File: src/rtl/st7735_pkg.sv
// Shared constants for the st7735 pixel-source scheduler: RGB565 colours,
// pattern indices, default panel size and the vertical-bar palette.
package st7735_pkg;

    localparam int DEF_WIDTH  = 160;
    localparam int DEF_HEIGHT = 128;

    typedef enum logic [1:0] {
        PAT_CHECKER = 2'd0,
        PAT_SOLID   = 2'd1,
        PAT_BARS    = 2'd2,
        PAT_GRAD    = 2'd3
    } pattern_e;

    localparam logic [15:0] RGB_WHITE   = 16'hFFFF;
    localparam logic [15:0] RGB_YELLOW  = 16'hFFE0;
    localparam logic [15:0] RGB_CYAN    = 16'h07FF;
    localparam logic [15:0] RGB_GREEN   = 16'h07E0;
    localparam logic [15:0] RGB_MAGENTA = 16'hF81F;
    localparam logic [15:0] RGB_RED     = 16'hF800;
    localparam logic [15:0] RGB_BLUE    = 16'h001F;
    localparam logic [15:0] RGB_BLACK   = 16'h0000;

    function automatic logic [15:0] bar_color(input logic [2:0] bar);
        logic [15:0] c;
        c = RGB_BLACK;
        case (bar)
            3'd0: c = RGB_WHITE;
            3'd1: c = RGB_YELLOW;
            3'd2: c = RGB_CYAN;
            3'd3: c = RGB_GREEN;
            3'd4: c = RGB_MAGENTA;
            3'd5: c = RGB_RED;
            3'd6: c = RGB_BLUE;
            default: c = RGB_BLACK;
        endcase
        return c;
    endfunction

endpackage

File: src/rtl/st7735_pattern_gen.sv
// Combinational pattern generator: maps (x_eff, y, pattern) to an RGB565 colour.
// The caller registers the result.
module st7735_pattern_gen
    import st7735_pkg::*;
#(
    parameter int CHECK_SHIFT = 3
) (
    input  logic [7:0]  x_eff,
    input  logic [6:0]  y,
    input  pattern_e    pattern_idx,
    output logic [15:0] color
);

    // NOTE: every always_comb output gets a default first so no path can infer a latch.
    always_comb begin
        color = RGB_BLACK;
        unique case (pattern_idx)
            PAT_CHECKER: color = (x_eff[CHECK_SHIFT] ^ y[CHECK_SHIFT]) ? RGB_GREEN : RGB_RED;
            PAT_SOLID:   color = RGB_BLUE;
            PAT_BARS:    color = bar_color(x_eff[7:5]);
            PAT_GRAD:    color = {x_eff[7:3], y[6:1], 5'd0};
        endcase
    end

endmodule

File: src/rtl/st7735_pattern_sched.sv
// Pixel-source scheduler: frame detection from the scan position, tear-free pattern
// stepping (manual or dwell-based), registered colour. Optional macro: ST7735_SCROLL_EN.
module st7735_pattern_sched
    import st7735_pkg::*;
#(
    parameter int WIDTH        = DEF_WIDTH,
    parameter int HEIGHT       = DEF_HEIGHT,
    parameter int DWELL_FRAMES = 60,
    parameter int CHECK_SHIFT  = 3
) (
    input  logic        clk,
    input  logic        reset,
    input  logic [7:0]  x,
    input  logic [6:0]  y,
    input  logic        advance,
    input  logic        auto_en,
    output logic [15:0] color,
    output logic [1:0]  pattern_idx,
    output logic        frame_start,
    output logic [15:0] frame_cnt
);

    localparam int DW = (DWELL_FRAMES > 1) ? $clog2(DWELL_FRAMES) : 1;
    localparam logic [DW-1:0] DWELL_LAST = DW'(DWELL_FRAMES - 1);

    logic [7:0]    x_prev_q, x_prev_d;
    logic [6:0]    y_prev_q, y_prev_d;
    logic          frame_start_q, frame_start_d;
    logic [15:0]   frame_cnt_q, frame_cnt_d;
    pattern_e      pattern_q, pattern_d;
    logic [DW-1:0] dwell_q, dwell_d;
    logic          adv_pending_q, adv_pending_d;
    logic [15:0]   color_q, color_d;
    logic [15:0]   color_next;
    logic [7:0]    x_eff;
    logic          boundary;
    logic          hit;

`ifdef ST7735_SCROLL_EN
    logic [7:0] scroll_q, scroll_d;
    assign x_eff = x + scroll_q;
`else
    assign x_eff = x;
`endif

    // A boundary is the first cycle the scan sits at the origin.
    assign boundary = (x == 8'd0) && (y == 7'd0) && !((x_prev_q == 8'd0) && (y_prev_q == 7'd0));
    assign hit      = adv_pending_q | advance | (auto_en & (dwell_q == DWELL_LAST));

    st7735_pattern_gen #(
        .CHECK_SHIFT (CHECK_SHIFT)
    ) u_gen (
        .x_eff       (x_eff),
        .y           (y),
        .pattern_idx (pattern_q),
        .color       (color_next)
    );

    always_comb begin
        x_prev_d      = x;
        y_prev_d      = y;
        frame_start_d = boundary;
        frame_cnt_d   = frame_cnt_q;
        pattern_d     = pattern_q;
        dwell_d       = dwell_q;
        adv_pending_d = adv_pending_q | advance;
        color_d       = color_next;
`ifdef ST7735_SCROLL_EN
        scroll_d      = scroll_q;
`endif
        if (boundary) begin
            frame_cnt_d = frame_cnt_q + 16'd1;
`ifdef ST7735_SCROLL_EN
            scroll_d    = scroll_q + 8'd1;
`endif
            if (hit) begin
                pattern_d     = pattern_e'(pattern_q + 2'd1);
                dwell_d       = '0;
                adv_pending_d = 1'b0;
            end else if (auto_en) begin
                dwell_d = dwell_q + 1'b1;
            end else begin
                dwell_d = '0;
            end
        end
    end

    // NOTE: reset is tested inside the clocked block, so it is synchronous; state uses <= only.
    always_ff @(posedge clk) begin
        if (reset) begin
            x_prev_q      <= 8'(WIDTH - 1);
            y_prev_q      <= 7'(HEIGHT - 1);
            frame_start_q <= 1'b0;
            frame_cnt_q   <= '0;
            pattern_q     <= PAT_CHECKER;
            dwell_q       <= '0;
            adv_pending_q <= 1'b0;
            color_q       <= '0;
`ifdef ST7735_SCROLL_EN
            scroll_q      <= '0;
`endif
        end else begin
            x_prev_q      <= x_prev_d;
            y_prev_q      <= y_prev_d;
            frame_start_q <= frame_start_d;
            frame_cnt_q   <= frame_cnt_d;
            pattern_q     <= pattern_d;
            dwell_q       <= dwell_d;
            adv_pending_q <= adv_pending_d;
            color_q       <= color_d;
`ifdef ST7735_SCROLL_EN
            scroll_q      <= scroll_d;
`endif
        end
    end

    assign color       = color_q;
    assign pattern_idx = pattern_q;
    assign frame_start = frame_start_q;
    assign frame_cnt   = frame_cnt_q;

endmodule

File: config.mk
export PLATFORM = sky130hd
export DESIGN_NAME = st7735_pattern_sched
export DESIGN_NICKNAME = d
export VERILOG_FILES = /design/src/rtl/st7735_pkg.sv /design/src/rtl/st7735_pattern_gen.sv /design/src/rtl/st7735_pattern_sched.sv
export SDC_FILE = /design/constraint.sdc
export NUM_CORES = 1
export LEC_CHECK = 0
export BUFFER_PORTS_ARGS = -buffer_cell sky130_fd_sc_hd__buf_2
export CORE_UTILIZATION = 45
export CTS_BUF_LIST = sky130_fd_sc_hd__clkbuf_8
export CTS_CLUSTER_SIZE = 16
export DETAILED_ROUTE_END_ITERATION = 16
export GPL_TIMING_DRIVEN = 1
export HOLD_SLACK_MARGIN = 0.06
export PLACE_DENSITY = 0.68
export SYNTH_ARGS = -nofsm -noshare
export SYNTH_HDL_FRONTEND = slang
export SYNTH_HIERARCHICAL = 1
export SYNTH_SLANG_ARGS = --single-unit
File: constraint.sdc
create_clock -name clk -period 2.8 [get_ports clk]
set_clock_uncertainty 0.1 [all_clocks]
set_input_delay 0.42 -clock clk [delete_from_list [all_inputs] [get_ports clk]]
set_output_delay 0.42 -clock clk [all_outputs]
set_load 0.05 [all_outputs]
==> key figures, run 1 <==
Run status
  – Status: finished clean

Worst setup path
  – CP Capture Type: primary output
  – Max stage delay cell, worst path: dfxtp_1
  – Crit-path max FO: 22
  – CP Data Arrival Time: 1500 ps
  – Reg-to-reg critical path startpoint: x_prev_q[1]$_SDFF_PP1_
  – Reg2Reg Depth: 6
  – Crit path buf inv count: 1
  – FF-to-FF setup slack: 920 ps
  – Cell Chain, Critical Path: buf_2
  – Slowest stage delay, CP: 780 ps
  – Req. time, crit path: 2280 ps
  – CP delay by family, top: flip-flops
  – FF-to-FF End: frame_cnt[13]$_SDFFE_PP0N_
  – Crit start category: register
  – WS Path Type: register to primary output

Synth
  – Synth cell types: 39
  – Seq/Total Area, Yosys: 0.474
  – Synthesized Nets: 285
  – Yosys warning count: 6
  – FF+latch count, synth: 57
  – Syn Area/Cell: 9.13 µm²
  – Main area contributors after synthesis: dfxtp_1 (47%), nor2b_1 (5.2%), nand3_1 (3.9%), or2_2 (3.9%), nand4_1 (3.4%)
  – Yosys top cell by area: dfxtp_1
  – Asr flop ratio synth: 0
  – EDFF count, synth: 0
  – Synth Cell Area: 0.00241 mm²
  – Main synth FF type: dfxtp_1
  – Synth Instances: 264
  – Top-area cell type share of the netlist area: 0.474

Routing
  – Vias per cell: 5.28
  – Antenna Nets Post-Route: 0
  – DRC viols: 0
  – Vias: 2039
  – 1st-pass router iterations: 4
  – WL/cell: 13.0 µm
  – Detailed Route Iter0 Violations: 126
  – Routed WL: 5030 µm

Timing
  – Fin worst setup slack: 778 ps
  – Fin. max-slew vios: 0
  – Worst-Margin Slew: 711 ps
  – Final setup violating endpoints: 0
  – FMAX: 495 MHz
  – Slew Limit Headroom: 0.525
  – Post-layout min period: 2020 ps
  – Setup_tns: 0 ps
  – Hold Vio Cnt, Final: 0
  – RSZ-0062 raised after global routing: no
  – Period utilisation layout: 0.722

Cells and area
  – Layout cells sized above 1: 0.288
  – Final non-filler cell total: 386
  – Number of nets in the layout: 332
  – Most common cell after layout, fill and taps aside: dfxtp_1
  – Number of antenna diodes: 0
  – P&R area growth vs syn: 20.2%
  – Most frequent cells in the layout: dfxtp_1 (57), buf_2 (53), nor2b_1 (20)

Global routing
  – Pin count of the biggest net entering global routing: 42
  – Initial antenna violation count: 0
  – Gr ovfl total: 0
  – Vias in the first global route: 1654
  – First-pass GRT wire length: 7920 µm
  – Total GRT Usage: 0.191

Job
  – Max-cap violations: 0

Placed design
  – GPL Wtd Cong: 0.786
  – Place WS: 528 ps
  – Post-DP HPWL: 3470 µm
  – Placed cells: 370
  – IO buf count: 53

Die
  – Die height: 75.2 µm
  – Io pins: 54
  – Die area: 0.00565 mm²
  – Row Count: 26
  – Initial Utilization: 0.469
  – Chip Width: 75.2 µm
  – Core area: 0.00514 mm²

Worst hold path
  – Hold Crit Depth: 2
  – HP Start: y[0]
  – HP Class: primary input to register
  – Worst hold path endpoint: y_prev_q[0]$_SDFF_PP1_

Power and ir drop
  – Total chip power: 0.00182 W
  – Cell Pwr Density: 628 mW/mm²
  – Maximum vdd ir drop: 0.333 mV
  – Leak: 1.15 nW

Clock network
  – H-tree level count: 3
  – # Post-CTS Setup Buffers: 0
  – Root Buffer: clkbuf_8
  – Clock slew at reported path FFs: 60 ps
  – CTS tree: yes
  – Clk buf depth: 2
  – Cts repair resizes: 0
  – Clk sinks: 57
  – CTS Hold Bufs: 0
  – CTS Buf Count: 9
  – Clk_lat worst skew: 330 ps
==> per-layer routing <==
metal	wire length, µm	track usage	up-vias	part of all wire
li1	-	-	1027	-
met1	2490	0.258	947	0.49
met2	2230	0.280	57	0.44
met3	240	0.0562	8	0.048
met4	76	0.0926	0	0.015
met5	0	0	-	0
==> synth_stat cells, types with 2 or more instances <==
library cell / n
or4_1: 5
clkbuf_1: 9
o211ai_1: 9
nor3_1: 4
dfxtp_1: 57
xnor2_1: 2
nand4_1: 13
o21ai_0: 8
a21oi_1: 14
or4b_1: 2
inv_1: 3
o31ai_1: 3
ha_1: 2
nand2b_1: 2
or3b_1: 2
nand4_2: 2
or2_2: 15
or3_1: 5
buf_6: 2
nor2_1: 16
and2_1: 5
nand2_1: 12
buf_2: 3
nor4_1: 5
xor2_1: 9
nor2b_1: 20
buf_4: 5
nand3_1: 19
==> final cells by class <==
cell class	count	area, µm²
tap	70	87.6
multi-input combinational	184	1140
fill	491	2240
timing repair buffer	56	288
clock buffer	14	193
inverter	3	11.3
clock inverter	2	33.8
sequential	57	1140
==> per-stage QoR <==
step           hold WS [ps]   util  area [µm²]
3_3_place_gp            365  0.520        2670
4_1_cts                 177  0.564        2900
6_report                191  0.564        2900
3_5_place_dp            378  0.520        2670
5_1_grt                 190  0.564        2900
2_1_floorplan           349      -        2410
==> worst max-delay path by stage <==
stage	start	end	cells after the start
3_3_place_gp	y[3]	frame_cnt[13]$_SDFFE_PP0N_	7
6_report	pattern_idx[0]$_SDFFE_PP0P_	pattern_idx[0]	1
4_1_cts	pattern_idx[0]$_SDFFE_PP0P_	pattern_idx[0]	1
2_1_floorplan	frame_cnt[6]$_SDFFE_PP0N_	frame_cnt[15]$_SDFFE_PP0N_	5
3_5_place_dp	y[3]	frame_cnt[13]$_SDFFE_PP0N_	7
5_1_grt	pattern_idx[0]$_SDFFE_PP0P_	pattern_idx[0]	1
==> registers in the layout, indices dropped and copies added, names as in the netlist <==
signal and cells:
y_prev_q 7, x_prev_q 8, frame_cnt 16, adv_pending_q 1, frame_start 1, pattern_idx 2, color 16, dwell_q 6
==> power breakdown <==
part           internal, W  switching (W)  total (W)  leakage, nW
Sequential        0.000836     0.00000572   0.000841        0.467
Combinational    0.0000459      0.0000898   0.000136        0.560
Clock             0.000529       0.000313   0.000842        0.120
Total              0.00141       0.000408    0.00182         1.15
==> cell families after synthesis <==
logic type / count (synthesis) / synth area share
flip-flops: 57 / 0.474
buffers and inverters: 23 / 0.0519
XOR/XNOR: 11 / 0.0400
AO/OA/AOI/OAI: 36 / 0.0903
AND/OR/NAND/NOR: 133 / 0.325
multiplexers: 2 / 0.00883
adder cells (fa/ha/maj): 2 / 0.0104
(Power assumes the default switching activity.)
==> inputs of run 2 (changes only) <==
ABC_AREA = 1   (was unset)
PLACE_DENSITY = 0.67   (was 0.68)
clock period = 2.07 ns   (was 2.8 ns; I/O delays follow)
==> run 2 against run 1 <==
Compared with the run above:
- design area is 17% higher
- flip-flop and latch count stayed put
- largest cell class unchanged
- area after synthesis is 18% higher
- critical path depth stayed put
- first-iteration DRC count is 21% lower
- sequential power is 36% higher
- wire length is 16% higher
- largest power group unchanged
- worst setup slack worse by 570 ps
- global-route usage is 0.77 points higher
- sequential share of layout area is 5.8 points lower
- hold slack worse by 110 ps
==> key figures, run 2 <==
Run status
  – Status: finished clean

Routing
  – Detailed Route Iter0 Violations: 99
  – DRC viols: 0
  – Routed WL: 5850 µm
  – Vias: 2616
  – Antenna Nets Post-Route: 0
  – Vias per cell: 4.72
  – WL/cell: 10.6 µm
  – 1st-pass router iterations: 4

Clock network
  – CTS tree: yes
  – H-tree level count: 3
  – Clk_lat worst skew: 340 ps
  – Clock slew at reported path FFs: 70 ps
  – CTS Buf Count: 9
  – Clk sinks: 57
  – Root Buffer: clkbuf_8
  – Clk buf depth: 2

Cells and area
  – P&R area growth vs syn: 19.9%
  – Fillers: 586
  – Number of nets in the layout: 495
  – Final non-filler cell total: 554
  – Number of antenna diodes: 0
  – Area of the multi-input gates: 0.00137 mm²
  – Layout cells sized above 1: 0.221
  – Most frequent cells in the layout: nand2_1 (133), nor2_1 (62), dfxtp_1 (57)
  – Sequential Area: 0.00114 mm²
  – Most common cell after layout, fill and taps aside: nand2_1

Worst setup path
  – Req. time, crit path: 1660 ps
  – Max stage delay cell, worst path: dfxtp_1
  – FF-to-FF End: frame_cnt[10]$_SDFFE_PP0N_
  – CP delay by family, top: flip-flops
  – Crit-path max FO: 12
  – Reg2Reg Depth: 9
  – CP Data Arrival Time: 1450 ps
  – Crit start category: register
  – CP Capture Type: primary output
  – FF-to-FF setup slack: 420 ps
  – Reg-to-reg critical path startpoint: frame_cnt[0]$_SDFFE_PP0N_
  – Crit path buf inv count: 1
  – WS Path Type: register to primary output
  – Slowest stage delay, CP: 730 ps
  – Cell Chain, Critical Path: buf_2

Die
  – Initial Utilization: 0.473
  – Row Count: 28
  – Chip Width: 81.4 µm
  – Core area: 0.00599 mm²
  – Io pins: 54
  – Die area: 0.00662 mm²
  – Die height: 81.4 µm

Synth
  – EDFF count, synth: 0
  – Yosys warning count: 6
  – Post-synth top cells: nand2_1 (133), nor2_1 (62), dfxtp_1 (57), inv_1 (54), nand3_1 (30)
  – Main area contributors after synthesis: dfxtp_1 (40%), nand2_1 (18%), nor2_1 (8.2%), inv_1 (7.1%), nand3_1 (5.3%)
  – Main synth FF type: dfxtp_1
  – Seq/Total Area, Yosys: 0.402
  – Most frequent cell after synthesis: nand2_1
  – Top-area cell type share of the netlist area: 0.402
  – Synth Cell Area: 0.00284 mm²
  – Synth cell types: 33
  – Syn Area/Cell: 6.77 µm²
  – Yosys top cell by area: dfxtp_1
  – Asr flop ratio synth: 0
  – FF+latch count, synth: 57
  – Synthesized Nets: 440
  – Synth Instances: 419

Global routing
  – Gr ovfl total: 0
  – Vias in the first global route: 2436
  – Initial antenna violation count: 0
  – Pin count of the biggest net entering global routing: 40
  – Total GRT Usage: 0.199
  – First-pass GRT wire length: 9940 µm

Timing
  – FMAX: 537 MHz
  – Post-layout min period: 1860 ps
  – Final setup violating endpoints: 0
  – RSZ-0062 raised after global routing: no
  – Slew Limit Headroom: 0.572
  – Setup_tns: 0 ps
  – Hold Vio Cnt, Final: 0
  – Fin worst setup slack: 209 ps
  – Worst-Margin Slew: 641 ps
  – Fin. max-slew vios: 0
  – Period utilisation layout: 0.899

Power and ir drop
  – Total chip power: 0.00262 W
  – Maximum vdd ir drop: 0.508 mV
  – Leak: 1.56 nW
  – Cell Pwr Density: 771 mW/mm²

Worst hold path
  – HP Start: x[2]
  – Worst hold path endpoint: x_prev_q[2]$_SDFF_PP1_
  – HP Class: primary input to register
  – Hold Crit Depth: 3

Placed design
  – GPL Wtd Cong: 0.761
  – Placed cells: 535
  – Post-DP HPWL: 4240 µm
  – IO buf count: 53
  – Place WS: 316 ps

Job
  – Max-cap violations: 0
-- run 2: final cells by class --
cell class	instances	area share
clock inverter	6	0.0338
multi-input combinational	287	0.403
inverter	61	0.0684
tap	75	0.0276
timing repair buffer	58	0.0912
sequential	57	0.336
clock buffer	10	0.0405
-- run 2: stage by stage --
stage	hold slack [ps]	instance area, µm²	util
global route	75.0	3400	0.568
finish	75.6	3400	0.568
detailed placement	372	3110	0.520
floorplan	296	2840	-
CTS	61.1	3400	0.567
global placement	374	3110	0.520
-- run 2: power by group --
part	total [W]	leakage (nW)	switching (W)	internal (W)
combinational	0.000185	0.969	0.000133	0.0000517
sequential	0.00114	0.467	0.00000709	0.00113
clock	0.00130	0.123	0.000466	0.000836
total	0.00262	1.56	0.000606	0.00202
-- run 2: how the worst max path moves through the flow --
stage	startpoint	endpoint	depth (start not counted)
after CTS	y[0]	dwell_q[4]$_SDFFE_PP0N_	11
after global placement	x[3]	dwell_q[4]$_SDFFE_PP0N_	10
after global routing	y[0]	dwell_q[4]$_SDFFE_PP0N_	11
after floorplan	frame_cnt[0]$_SDFFE_PP0N_	frame_cnt[10]$_SDFFE_PP0N_	8
final	pattern_idx[0]$_SDFFE_PP0P_	pattern_idx[0]	1
after detailed placement	x[5]	dwell_q[4]$_SDFFE_PP0N_	10
-- run 2: cells by family (layout without fill, tap and decap cells) --
group	after synthesis	after routing	synth area share
adders and majority gates	2	2	0.00882
and+or+nand+nor	249	249	0.385
xor gates and xnor gates	5	5	0.0154
AOI/OAI and AO/OA	31	31	0.0719
DFF	57	57	0.402
buffers and inverters	75	135	0.116
-- run 2: worst reg2reg max path: stages (launching register included) --
cell and delay (ps):
dfxtp_1 430, ha_1 250, inv_1 60, nor2_2 250
nand2_2 110, nor2_1 100, nand2_1 50, nand2_1 60
nand2_1 60, a21oi_2 110
-- run 2: what timing repair did --
action / 4_1_cts / 5_1_grt
hold buffers: 3 / 0
setup endpoints to repair: 0 / 1
endpoints found under the hold margin: 3 / 0
resized for setup: 0 / 1
setup buffers: 0 / 0
-- run 2: per-layer routing --
metal	GRT usage	vias to the layer above	part of all wire
li1	-	1387	-
met1	0.209	1166	0.43
met2	0.355	54	0.49
met3	0.0753	9	0.063
met4	0.0768	0	0.011
met5	0	-	0
==> inputs of run 3 (changes only) <==
clock period = 2.1 ns   (was 2.07 ns; I/O delays follow)
==> run 3 against run 2 <==
Compared with the run above:
- design area is 3.7% lower
- die area stayed put
- wire length is 0.96% lower
- hold slack better by 5.9 ps
- via count is 1.1% lower
- combinational power is 4% lower
- critical path depth stayed put
- sequential share of layout area is 1.3 points higher
- global-route usage is 0.19 points higher
- register-to-register slack better by 50 ps
==> key figures, run 3 (same netlist as run 2, synthesis figures left out) <==
Clock network
  – Root Buffer: clkbuf_8
  – Cts repair resizes: 0
  – Clk buf depth: 2
  – Clk sinks: 57
  – CTS Buf Count: 9
  – CTS Hold Bufs: 0
  – # Post-CTS Setup Buffers: 0
  – H-tree level count: 3
  – Clk_lat worst skew: 330 ps
  – Clock slew at reported path FFs: 70 ps
  – CTS tree: yes

Routing
  – Antenna Nets Post-Route: 0
  – Vias: 2586
  – WL/cell: 10.5 µm
  – 1st-pass router iterations: 4
  – Detailed Route Iter0 Violations: 96
  – Routed WL: 5800 µm
  – DRC viols: 0
  – Vias per cell: 4.69

Global routing
  – Vias in the first global route: 2394
  – Total GRT Usage: 0.201
  – Initial antenna violation count: 0
  – First-pass GRT wire length: 10100 µm
  – Pin count of the biggest net entering global routing: 40
  – Gr ovfl total: 0

Die
  – Core area: 0.00599 mm²
  – Row Count: 28
  – Io pins: 54
  – Chip Width: 81.4 µm
  – Die height: 81.4 µm
  – Die area: 0.00662 mm²
  – Initial Utilization: 0.473

Worst setup path
  – Crit start category: register
  – CP delay by family, top: flip-flops
  – Critical path capture point: pattern_idx[0]
  – Req. time, crit path: 1680 ps
  – Worst setup path start: pattern_idx[0]$_SDFFE_PP0P_
  – FF-to-FF setup slack: 470 ps
  – Crit path buf inv count: 1
  – Cell Chain, Critical Path: buf_2
  – Cell count along the critical path: 1
  – Reg-to-reg critical path startpoint: frame_cnt[0]$_SDFFE_PP0N_
  – CP Capture Type: primary output
  – CP Data Arrival Time: 1440 ps
  – FF-to-FF End: frame_cnt[10]$_SDFFE_PP0N_
  – WS Path Type: register to primary output
  – Crit-path max FO: 12
  – Reg2Reg Depth: 9
  – Slowest stage delay, CP: 730 ps
  – Max stage delay cell, worst path: dfxtp_1

Cells and area
  – Most common cell after layout, fill and taps aside: nand2_1
  – Number of antenna diodes: 0
  – Number of nets in the layout: 492
  – Most frequent cells in the layout: nand2_1 (133), nor2_1 (62), dfxtp_1 (57)
  – P&R area growth vs syn: 15.5%
  – Layout cells sized above 1: 0.221
  – Fillers: 619

Timing
  – Hold Vio Cnt, Final: 0
  – Worst-Margin Slew: 637 ps
  – FMAX: 539 MHz
  – Final hold slack: 81.5 ps
  – Fin. max-slew vios: 0
  – Setup_tns: 0 ps
  – Period utilisation layout: 0.884
  – RSZ-0062 raised after global routing: no
  – Post-layout min period: 1860 ps
  – Final setup violating endpoints: 0
  – Slew Limit Headroom: 0.575

Job
  – Max-cap violations: 0

Placed design
  – IO buf count: 53
  – GPL Wtd Cong: 0.761
  – Post-DP HPWL: 4250 µm

Power and ir drop
  – Cell Pwr Density: 657 mW/mm²
  – Leak: 1.51 nW
  – Maximum vdd ir drop: 0.535 mV

Worst hold path
  – HP Class: primary input to register

Run status
  – Status: finished clean
-- run 3: cell types whose count changed in the layout (fill, tap and decap cells not counted), sizes merged --
cell | before | now
bufinv | 3 | 0
clkbuf | 10 | 9
clkinv | 3 | 5
clkinvlp | 1 | 2
dlygate4sd3 | 3 | 0
inv | 60 | 61
-- run 3: report_power, final --
group	switching (W)	total, W	internal (W)
clock network	0.000441	0.000854	0.000414
registers	0.00000707	0.00112	0.00111
logic	0.000130	0.000177	0.0000473
total	0.000578	0.00215	0.00157
-- run 3: final cells by class --
| cell class | instances | area, µm² | share of cell area |
|---|---|---|---|
| Multi-Input combinational cell | 287 | 1370 | 0.417 |
| Clock buffer | 9 | 124 | 0.0378 |
| Inverter | 61 | 233 | 0.0710 |
| Clock inverter | 7 | 38.8 | 0.0118 |
| Tap cell | 75 | 93.8 | 0.0286 |
| Sequential cell | 57 | 1140 | 0.348 |
| Timing Repair Buffer | 55 | 280 | 0.0856 |
-- run 3: metal layers --
layer / vias up / GRT usage / wire length [µm]
met5: - / 0 / 0
met3: 10 / 0.0730 / 349
li1: 1379 / - / -
met4: 0 / 0.0589 / 73
met2: 48 / 0.344 / 2750
met1: 1149 / 0.232 / 2620
-- run 3: how the worst min path moves through the flow --
stage	start	endpoint	slack, ps	cells after the start
6_report	x[1]	x_prev_q[1]$_SDFF_PP1_	80	3
5_1_grt	x[1]	x_prev_q[1]$_SDFF_PP1_	80	3
4_1_cts	x[1]	x_prev_q[1]$_SDFF_PP1_	70	3
3_5_place_dp	adv_pending_q$_SDFF_PP0_	adv_pending_q$_SDFF_PP0_	380	2
3_3_place_gp	adv_pending_q$_SDFF_PP0_	adv_pending_q$_SDFF_PP0_	370	2
2_1_floorplan	reset	frame_start$_SDFF_PP0_	300	1
-- run 3: stage by stage --
step                      setup WS, ps  instances   util  instance area (µm²)  total power (W)
after global routing               168        551  0.547                 3280          0.00224
after CTS                          216        551  0.547                 3280          0.00217
after detailed placement           339        535  0.520                 3110          0.00132
after global placement             384        535  0.520                 3110          0.00132
after floorplan                    274        419      -                 2840          0.00127
final                              244        551  0.547                 3280          0.00215
